`src/rtl/uart_rx_frame_buffer_pkg.sv`:
```
// Shared definitions for the UART receive frame buffer: acknowledge FSM
// encoding and the frame-width rule shared with the UART controller.

`ifndef UART_RX_FRAME_W
`define UART_RX_FRAME_W(bytes) ((bytes) << 3)
`endif

package uart_rx_frame_buffer_pkg;

  localparam logic [1:0] A_IDLE_ENC = 2'b00;
  localparam logic [1:0] A_ACK_ENC  = 2'b01;
  localparam logic [1:0] A_REL_ENC  = 2'b10;

  typedef enum logic [1:0] {
    A_IDLE = A_IDLE_ENC,
    A_ACK  = A_ACK_ENC,
    A_REL  = A_REL_ENC
  } ack_state_t;

  localparam int FRM_CNT_W = 16;

endpackage

```
`src/rtl/uart_rx_frame_buffer_if.sv`:
```
// Frame handshake bundle: controller-side rx_data/rx_rdy/rx_ack and the
// application-side valid/ready head-of-queue port.

interface uart_rx_frame_buffer_if #(
  parameter int W = 64
);
  logic [W-1:0] rx_data;
  logic         rx_rdy;
  logic         rx_ack;
  logic [W-1:0] m_data;
  logic         m_vld;
  logic         m_rdy;

  // The frame buffer itself.
  modport slave (
    input  rx_data,
    input  rx_rdy,
    input  m_rdy,
    output rx_ack,
    output m_data,
    output m_vld
  );

  // The environment: controller and application driving the buffer.
  modport master (
    output rx_data,
    output rx_rdy,
    output m_rdy,
    input  rx_ack,
    input  m_data,
    input  m_vld
  );
endinterface

```
`src/rtl/uart_rx_frame_buffer_frame_fifo.sv`:
```
// Power-of-two frame FIFO with wrapping pointers and an explicit occupancy
// register. Head data is read straight out of storage; callers gate it.

module uart_rx_frame_buffer_frame_fifo #(
  parameter int WIDTH = 64,
  parameter int DEPTH = 4
) (
  input  logic                     clk,
  input  logic                     rst_n,
  input  logic                     push,
  input  logic [WIDTH-1:0]         push_data,
  input  logic                     pop,
  output logic [WIDTH-1:0]         head_data,
  output logic [$clog2(DEPTH):0]   level
);
  localparam int AW = $clog2(DEPTH);
  localparam int LW = AW + 1;

  logic [WIDTH-1:0] mem [DEPTH];
  logic [AW-1:0]    wr_ptr;
  logic [AW-1:0]    rd_ptr;
  logic             do_push;
  logic             do_pop;

  // Never overfill or underflow, even if a caller misbehaves.
  assign do_push = push && (level != LW'(DEPTH));
  assign do_pop  = pop && (level != '0);

  assign head_data = mem[rd_ptr];

  // Storage is intentionally left unreset; empty reads are gated upstream.
  always_ff @(posedge clk) begin
    if (do_push) mem[wr_ptr] <= push_data;
  end

  // Pointers wrap naturally; level tracks push/pop balance.
  always_ff @(posedge clk or negedge rst_n) begin
    if (!rst_n) begin
      wr_ptr <= '0;
      rd_ptr <= '0;
      level  <= '0;
    end else begin
      if (do_push) wr_ptr <= wr_ptr + AW'(1);
      if (do_pop)  rd_ptr <= rd_ptr + AW'(1);
      case ({do_push, do_pop})
        2'b10:   level <= level + LW'(1);
        2'b01:   level <= level - LW'(1);
        default: level <= level;
      endcase
    end
  end
endmodule

```
`src/rtl/uart_rx_frame_buffer.sv`:
```
// Receive-side frame buffer between the UART controller and the command
// decoder: acknowledges each completed frame exactly once, queues it, and
// presents the oldest frame on a valid/ready port.

module uart_rx_frame_buffer
  import uart_rx_frame_buffer_pkg::*;
#(
  parameter int RX_DATA_BYTE_WIDTH = 8,
  parameter int DEPTH              = 4
) (
  input  logic                    clk,
  input  logic                    rst_n,
  uart_rx_frame_buffer_if.slave   bus,
  output logic [$clog2(DEPTH):0]  level,
  output logic [FRM_CNT_W-1:0]    frm_cnt
);
  localparam int W  = `UART_RX_FRAME_W(RX_DATA_BYTE_WIDTH);
  localparam int LW = $clog2(DEPTH) + 1;

  ack_state_t           state;
  logic                 rx_ack_q;
  logic [FRM_CNT_W-1:0] frm_cnt_q;
  logic                 push;
  logic                 pop;
  logic                 not_empty;
  logic [W-1:0]         head_data;

  // Eligibility uses the registered level, so a same-cycle pop cannot
  // unblock a waiting frame until the following edge.
  assign push      = (state == A_IDLE) && bus.rx_rdy && (level != LW'(DEPTH));
  assign not_empty = (level != '0);
  assign pop       = not_empty && bus.m_rdy;

  uart_rx_frame_buffer_frame_fifo #(
    .WIDTH (W),
    .DEPTH (DEPTH)
  ) frame_fifo (
    .clk       (clk),
    .rst_n     (rst_n),
    .push      (push),
    .push_data (bus.rx_data),
    .pop       (pop),
    .head_data (head_data),
    .level     (level)
  );

  // Acknowledge FSM: one capture and one ack pulse per frame; A_REL waits
  // out the controller's release so a held rx_rdy is never captured twice.
  always_ff @(posedge clk or negedge rst_n) begin
    if (!rst_n) begin
      state    <= A_IDLE;
      rx_ack_q <= 1'b0;
    end else begin
      case (state)
        A_IDLE: begin
          if (push) begin
            state    <= A_ACK;
            rx_ack_q <= 1'b1;
          end else begin
            rx_ack_q <= 1'b0;
          end
        end
        A_ACK: begin
          rx_ack_q <= 1'b0;
          state    <= A_REL;
        end
        A_REL: begin
          rx_ack_q <= 1'b0;
          if (!bus.rx_rdy) state <= A_IDLE;
        end
        default: begin
          state    <= A_IDLE;
          rx_ack_q <= 1'b0;
        end
      endcase
    end
  end

  // Saturating count of captured frames.
  always_ff @(posedge clk or negedge rst_n) begin
    if (!rst_n) begin
      frm_cnt_q <= '0;
    end else if (push && (frm_cnt_q != '1)) begin
      frm_cnt_q <= frm_cnt_q + FRM_CNT_W'(1);
    end
  end

  assign bus.rx_ack = rx_ack_q;
  assign bus.m_vld  = not_empty;
  assign bus.m_data = not_empty ? head_data : '0;
  assign frm_cnt    = frm_cnt_q;
endmodule

```
`src/flat_wrapper.sv`:
```
// flat-port wrapper written by rule: the top's interface ports become plain ports
module uart_rx_frame_buffer_flat import uart_rx_frame_buffer_pkg::*;
#(
  parameter int RX_DATA_BYTE_WIDTH = 8,
  parameter int DEPTH              = 4
)
  (clk, rst_n, level, frm_cnt, bus_rx_data, bus_rx_rdy, bus_m_rdy, bus_rx_ack, bus_m_data, bus_m_vld);
  uart_rx_frame_buffer_if #(.W(((8) * 8))) bus_i ();
  input  logic clk;
  input  logic rst_n;
  output logic [$clog2(DEPTH):0] level;
  output logic [FRM_CNT_W-1:0] frm_cnt;
  input wire logic [$bits(bus_i.rx_data)-1:0] bus_rx_data;
  input wire logic [$bits(bus_i.rx_rdy)-1:0] bus_rx_rdy;
  input wire logic [$bits(bus_i.m_rdy)-1:0] bus_m_rdy;
  output wire logic [$bits(bus_i.rx_ack)-1:0] bus_rx_ack;
  output wire logic [$bits(bus_i.m_data)-1:0] bus_m_data;
  output wire logic [$bits(bus_i.m_vld)-1:0] bus_m_vld;
  assign bus_i.rx_data = bus_rx_data;
  assign bus_i.rx_rdy = bus_rx_rdy;
  assign bus_i.m_rdy = bus_m_rdy;
  assign bus_rx_ack = bus_i.rx_ack;
  assign bus_m_data = bus_i.m_data;
  assign bus_m_vld = bus_i.m_vld;
  uart_rx_frame_buffer #(.RX_DATA_BYTE_WIDTH(RX_DATA_BYTE_WIDTH), .DEPTH(DEPTH)) u_core (.clk(clk), .rst_n(rst_n), .bus(bus_i), .level(level), .frm_cnt(frm_cnt));
endmodule
```
`config.mk`:
```
export PLATFORM = sky130hd
export DESIGN_NAME = uart_rx_frame_buffer_flat
export DESIGN_NICKNAME = d
export VERILOG_FILES = /design/src/rtl/uart_rx_frame_buffer_pkg.sv /design/src/rtl/uart_rx_frame_buffer_if.sv /design/src/rtl/uart_rx_frame_buffer_frame_fifo.sv /design/src/rtl/uart_rx_frame_buffer.sv /design/src/flat_wrapper.sv
export SDC_FILE = /design/constraint.sdc
export NUM_CORES = 1
export LEC_CHECK = 0
export ABC_AREA = 1
export BUFFER_PORTS_ARGS = -buffer_cell sky130_fd_sc_hd__buf_4
export CORE_MARGIN = 3
export CORE_UTILIZATION = 40
export DETAILED_ROUTE_END_ITERATION = 8
export GPL_TIMING_DRIVEN = 0
export PLACE_DENSITY = 0.66
export SYNTH_ARGS = -nofsm -noshare
export SYNTH_HDL_FRONTEND = slang
export SYNTH_SLANG_ARGS = --single-unit
```
`constraint.sdc`:
```
create_clock -name clk -period 10.2 [get_ports clk]
set_input_delay 1.53 -clock clk [delete_from_list [all_inputs] [get_ports clk]]
set_output_delay 1.53 -clock clk [all_outputs]
set_load 0.05 [all_outputs]
```
# Yosys cells after proc, flatten, opt, wreduce, memory -nomap -nowiden
# Memories as Yosys holds them, arrays and structs flattened.
# Index checks and enable logic that the tools add are counted.
[word_totals] ff_bits=26 ramBits=256 memories=1
[classes] addsub=5 eq_ne=8 n_mux=9 n_reduce_logical=10
[memory_table] memory="u_core.frame_fifo.mem" words=4 width=64 read_ports=1 rd_ports_with_merged_regs=0 write_ports=1 line_no="uart_rx_frame_buffer_frame_fifo.sv:19" rtl="logic [WIDTH-1:0] mem [DEPTH];"
[ops] op="$mux 64" n=1
[ops] op="$add 16x1->16 const B" n=1
[ops] op="$ne 16x16->1 const B" n=1
[ops] op="$logic_and 1x1->1" n=6
[ops] op="$pmux 2 s3" n=1
[ops] op="$pmux 3 s2" n=1
[ops] op="$add 2x1->2 const B" n=2
[ops] op="$eq 2x1->1 const B" n=2
[ops] op="$eq 2x2->1 const B" n=2
[ops] op="$mux 1" n=4
[ops] op="$mux 2" n=2
[ops] op="$ne 2x2->1 const B" n=2
[ops] op="$add 3x1->3 const B" n=1
[ops] op="$ne 3x3->1 const B" n=1
[ops] op="$reduce_bool 3->1" n=1
[ops] op="$sub 3x1->3 const B" n=1
[ops] op="$logic_not 2->1" n=1
[ops] op="$reduce_and 2->1" n=1
[ops] op="$reduce_bool 2->1" n=1

# Depth between registers and ports, before layout
[logic_depth] ltp_word=6 depth_mapped=10

# By module
# From an unflattened synthesis, not the netlist that was laid out.
[hier_totals] cells_unflattened=1105 hier_area_um2=12365.6
[by_module_without_submodules] module="uart_rx_frame_buffer_frame_fifo" instances=1 cells_per_inst=806 area_per_inst_um2=10650.2
[by_module_without_submodules] module="uart_rx_frame_buffer" instances=1 cells_per_inst=299 area_per_inst_um2=1715.4

# Worst setup path before layout
# Ideal clock, no wire load.
[synth_path] path_kind="input port to flip-flop" from="input port bus_rx_rdy" to="memory u_core.frame_fifo.mem[0][0], enable pin" arrival_ns=4.517 setup_slack_ns=5.197 stages=4 path_buffers=0 cell_sequence="inv_1 -> nor2_1 -> nand2_2 -> nor2_1"
[synth_via] elab_chain_len=5
[synth_lines] element="start, declared" line_no="flat_wrapper.sv:14" rtl="input wire logic [$bits(bus_i.rx_rdy)-1:0] bus_rx_rdy;"
[synth_lines] element="$logic_and 1x1->1 (2 in a row)" line_no="uart_rx_frame_buffer.sv:30" rtl="assign push = (state == A_IDLE) && bus.rx_rdy && (level != LW'(DEPTH));"
[synth_lines] element="$logic_and 1x1->1" line_no="uart_rx_frame_buffer_frame_fifo.sv:26" rtl="assign do_push = push && (level != LW'(DEPTH));"
[synth_lines] element="$mux 1" line_no="uart_rx_frame_buffer_frame_fifo.sv:33" rtl="if (do_push) mem[wr_ptr] <= push_data;"
[synth_lines] element="$mux 1 (not written as such)" line_no="uart_rx_frame_buffer_frame_fifo.sv:33"
[synth_lines] element="end, declared" line_no="uart_rx_frame_buffer_frame_fifo.sv:19"
# Every way passes these cells.

# Worst setup path in the final report
[layout_path] from="register u_core.frame_fifo.rd_ptr[0]" to="output port bus_m_data[42]"
[layout_via] elab_chain_len=2
[layout_lines] element="start, declared" line_no="uart_rx_frame_buffer_frame_fifo.sv:21" rtl="logic [AW-1:0] rd_ptr;"
[layout_lines] element="start signal, assigned" line_no="uart_rx_frame_buffer_frame_fifo.sv:44" rtl="if (do_pop) rd_ptr <= rd_ptr + AW'(1);"
[layout_lines] element="$mem_v2 4x64"
[layout_lines] element="$mux 64" line_no="uart_rx_frame_buffer.sv:90" rtl="assign bus.m_data = not_empty ? head_data : '0;"
[layout_lines] element="end, declared" line_no="flat_wrapper.sv:17" rtl="output wire logic [$bits(bus_i.m_data)-1:0] bus_m_data;"
# Every way passes these cells.

==> metrics.md <==
| Metric | Value |
|---|---|
| Status | complete, no violations |
| Crit path DAT | 2460 ps |
| Cells after synthesis | 963 |
| Core footprint | 27,900 sq um |
| Antenna fix cells | 0 |
| Antenna viol nets, final | 0 |
| Synthesized-area fraction occupied by adder cells | 0.00837 |
| Clock transition at path regs | 60 ps |
| Detailed Place HPWL | 16.8 mm |
| Reg-to-Reg Start | u_core.state[1]$_DFFE_PN0P_ |
| # setup viols final | 0 |
| Min cycle time layout | 3990 ps |
| Max IR drop VDD | 0.194 mV |
| Max FO, Critical Path | 10 |
| Setup TNS | 0 ps |
| Core Util, Final | 0.507 |
| Critical path origin | u_core.frame_fifo.rd_ptr[0]$_DFFE_PN0P_ |
| Pins over their slew limit | 0 |
| Area Growth Syn to Fin | 24.4% |
| Startpoint types | flip-flop |
| YS warnings | 0 |
| Compound-cell area share of the yosys netlist | 0.0890 |
| Combinational share of power | 0.485 |
| Cell area after synthesis | 11,400 sq um |
| Number of port buffers | 152 |
| Nets@finish | 1,229 |
| Hold wc startpoint | u_core.state[1]$_DFFE_PN0P_ |
| H-Tree Level Count | 1 |
| CTS buffer count | 29 |
| Clock Path Buffers | 3 |
| Rel. slew slack | 0.363 |
| DRT iter0 DRCs | 504 |
| Crit share post-route | 0.391 |
| RSZ-0062 raised after global routing | no |
| Die area | 30,500 sq um |
| Clk pwr share | 0.209 |
| Drt first pass iters | 5 |
| Number of global-route vias before repair | 7,536 |
| Worst Tran Pin Value | 953 ps |
| Final hold viol count | 0 |
| DRC | 0 |
| Overall Power | 4.97 mW |
| Clock skew | 9.89 ps |
| Resize count post-CTS | 0 |
| Number of buffers added for setup after CTS | 0 |
| Internal | 2.74 mW |
| Post-Synth Simple-Gate Area | 0.129 |
| FP Rows | 61 |
| Crit Path Category | reg2out |
| Sink Count | 282 |
| #FFs+latches synth | 282 |
| Largest net degree at the start of global routing | 30 |
| Worst hold path type | reg2reg |
| Post-Syn Area per Cell | 11.8 sq um |
| Hold-fix buffers, CTS | 0 |
| Routed wire length per instance | 17.2 microns |
| Layout cells sized above 1 | 0.204 |
| Largest family of logic cells by synthesized area | simple AND/OR/NAND/NOR gates |
| Post-synthesis xor/xnor area fraction | 0.00771 |
| DR vias/cell | 4.92 |
| Critical path data required time | 8670 ps |
| Clk Latency, worst-skew pair | 530 ps |
| Initial antenna violation count | 0 |
| Leak pwr | 5.27 nW |
| Die Span X | 175 microns |
| Syn nets | 1,038 |
| Maxcap violations | 0 |
| First-pass GRT wire length | 40.9 mm |
| Die Y | 175 microns |
| WL final | 26.7 mm |
| Vias post-DR | 7,638 |
| All-Layer GR Usage | 0.171 |
| Fillers | 2,441 |
| Fmax | 250 MHz |
| Critical Path Sink Type | primary output |
| Initial Utilization | 0.408 |
| CTS tree | done |
| Reg2reg setup slack | 7770 ps |
| Hold slack | 510 ps |
| Grt ovf | 0 |
| Clock root cell | clkbuf_16 |
| GPL Wtd Cong | 0.792 |
| Sequential-to-total area share from yosys stat | 0.734 |
| Net Switching | 2.23 mW |
| Switching Share | 0.448 |
| PwrDens | 352 nW/um^2 |
| Reg power frac | 0.306 |
| Distinct cell type count after synthesis | 25 |
| Ports | 153 |
| Post-synthesis mux area share | 0 |
[Yosys cell counts]
| cell | number | area, sq um |
|---|---|---|
| a21oi_1 | 65 | 325 |
| buf_1 | 11 | 41.3 |
| buf_2 | 16 | 80.1 |
| buf_4 | 2 | 15.0 |
| buf_6 | 1 | 11.3 |
| clkbuf_1 | 18 | 67.6 |
| clkinv_2 | 1 | 5.00 |
| dfrtp_1 | 26 | 651 |
| edfxtp_1 | 256 | 7690 |
| fa_1 | 1 | 20.0 |
| ha_1 | 6 | 75.1 |
| inv_1 | 34 | 128 |
| inv_2 | 4 | 15.0 |
| nand2_1 | 73 | 274 |
| nand2_2 | 3 | 18.8 |
| nand3_1 | 9 | 45.0 |
| nand3b_1 | 3 | 22.5 |
| nand4_1 | 3 | 18.8 |
| nor2_1 | 280 | 1050 |
| nor2_2 | 2 | 12.5 |
| nor2_4 | 2 | 22.5 |
| o21ai_0 | 131 | 656 |
| o21ai_1 | 6 | 30.0 |
| xnor2_1 | 2 | 17.5 |
| xor2_1 | 8 | 70.1 |
[registers in the layout, indices dropped and copies added (netlist names)]
name	flops
u_core.frame_fifo.mem	256
u_core.bus.rx_ack	1
u_core.state	2
u_core.frame_fifo.wr_ptr	2
u_core.frame_fifo.level	3
u_core.frame_fifo.rd_ptr	2
u_core.frm_cnt	16
[layout by cell type, fill, tap and decap left out, drive strengths merged]
cell	synthesis	final
a21oi	65	65
buf	30	190
bufinv	0	4
clkbuf	18	51
clkinv	1	16
clkinvlp	0	1
dfrtp	26	26
edfxtp	256	256
fa	1	1
ha	6	6
inv	38	38
nand2	76	76
nand3	9	9
nand3b	3	3
nand4	3	3
nor2	284	284
o21ai	137	137
xnor2	2	2
xor2	8	8
[layout make-up]
cell class,instances,area [sq um],share of cell area
sequential,282,8340,0.590
multi-input combinational,594,2690,0.190
timing repair buffer,160,1320,0.0937
clock buffer,33,741,0.0524
tap,378,473,0.0335
buffer,48,215,0.0152
clock inverter,20,201,0.0143
inverter,39,148,0.0104
[metal layers]
metal	up-vias	global-route usage	wire length, microns
met1	3669	0.227	11600
met5	-	0	0
met4	0	0.0436	582
met2	220	0.293	13000
li1	3705	-	-
met3	44	0.0295	1510
[power groups by stage]
stage                     Clock (mW)  Combinational [mW]  Sequential [mW]
final                           1.04                2.41             1.52
after global routing            1.11                2.58             1.54
after CTS                       1.06                2.44             1.52
after detailed placement           0                2.43             1.55
after global placement             0                2.36             1.57
after floorplan                    0                1.55             1.61
[worst max-delay path, cell delays in order (launching register included)]
cell and delay [ps]:
dfrtp_1 430, inv_2 80, buf_2 270, clkbuf_1 460
o21ai_0 180, a21oi_1 240, buf_4 240
[path summary, 6_finish.rpt]
check	end	cells after the start
max	bus_m_data[42]	6
min	u_core.state[1]$_DFFE_PN0P_	1
max reg2reg	u_core.frame_fifo.mem[2][29]$_DFFE_PP_	7
min reg2reg	u_core.state[1]$_DFFE_PN0P_	1
max in group asynchronous	u_core.frm_cnt[1]$_DFFE_PN0P_	1
min in group asynchronous	u_core.frame_fifo.level[2]$_DFFE_PN0P_	1
[logic make-up after synthesis]
kind of cell,count (synthesis)
adders and majority gates,7
xor gates and xnor gates,10
and+or+nand+nor,375
DFF,282
buffers and inverters,87
AOI/OAI and AO/OA,202
[through the flow]
step	setup WS, ps	cell area (sq um)	cells
2_1_floorplan	5200	11400	963
3_3_place_gp	2900	13000	1493
3_5_place_dp	6530	13200	1501
4_1_cts	6150	14100	1554
5_1_grt	6020	14100	1554
6_report	6210	14100	1554
(Power assumes the default switching activity.)
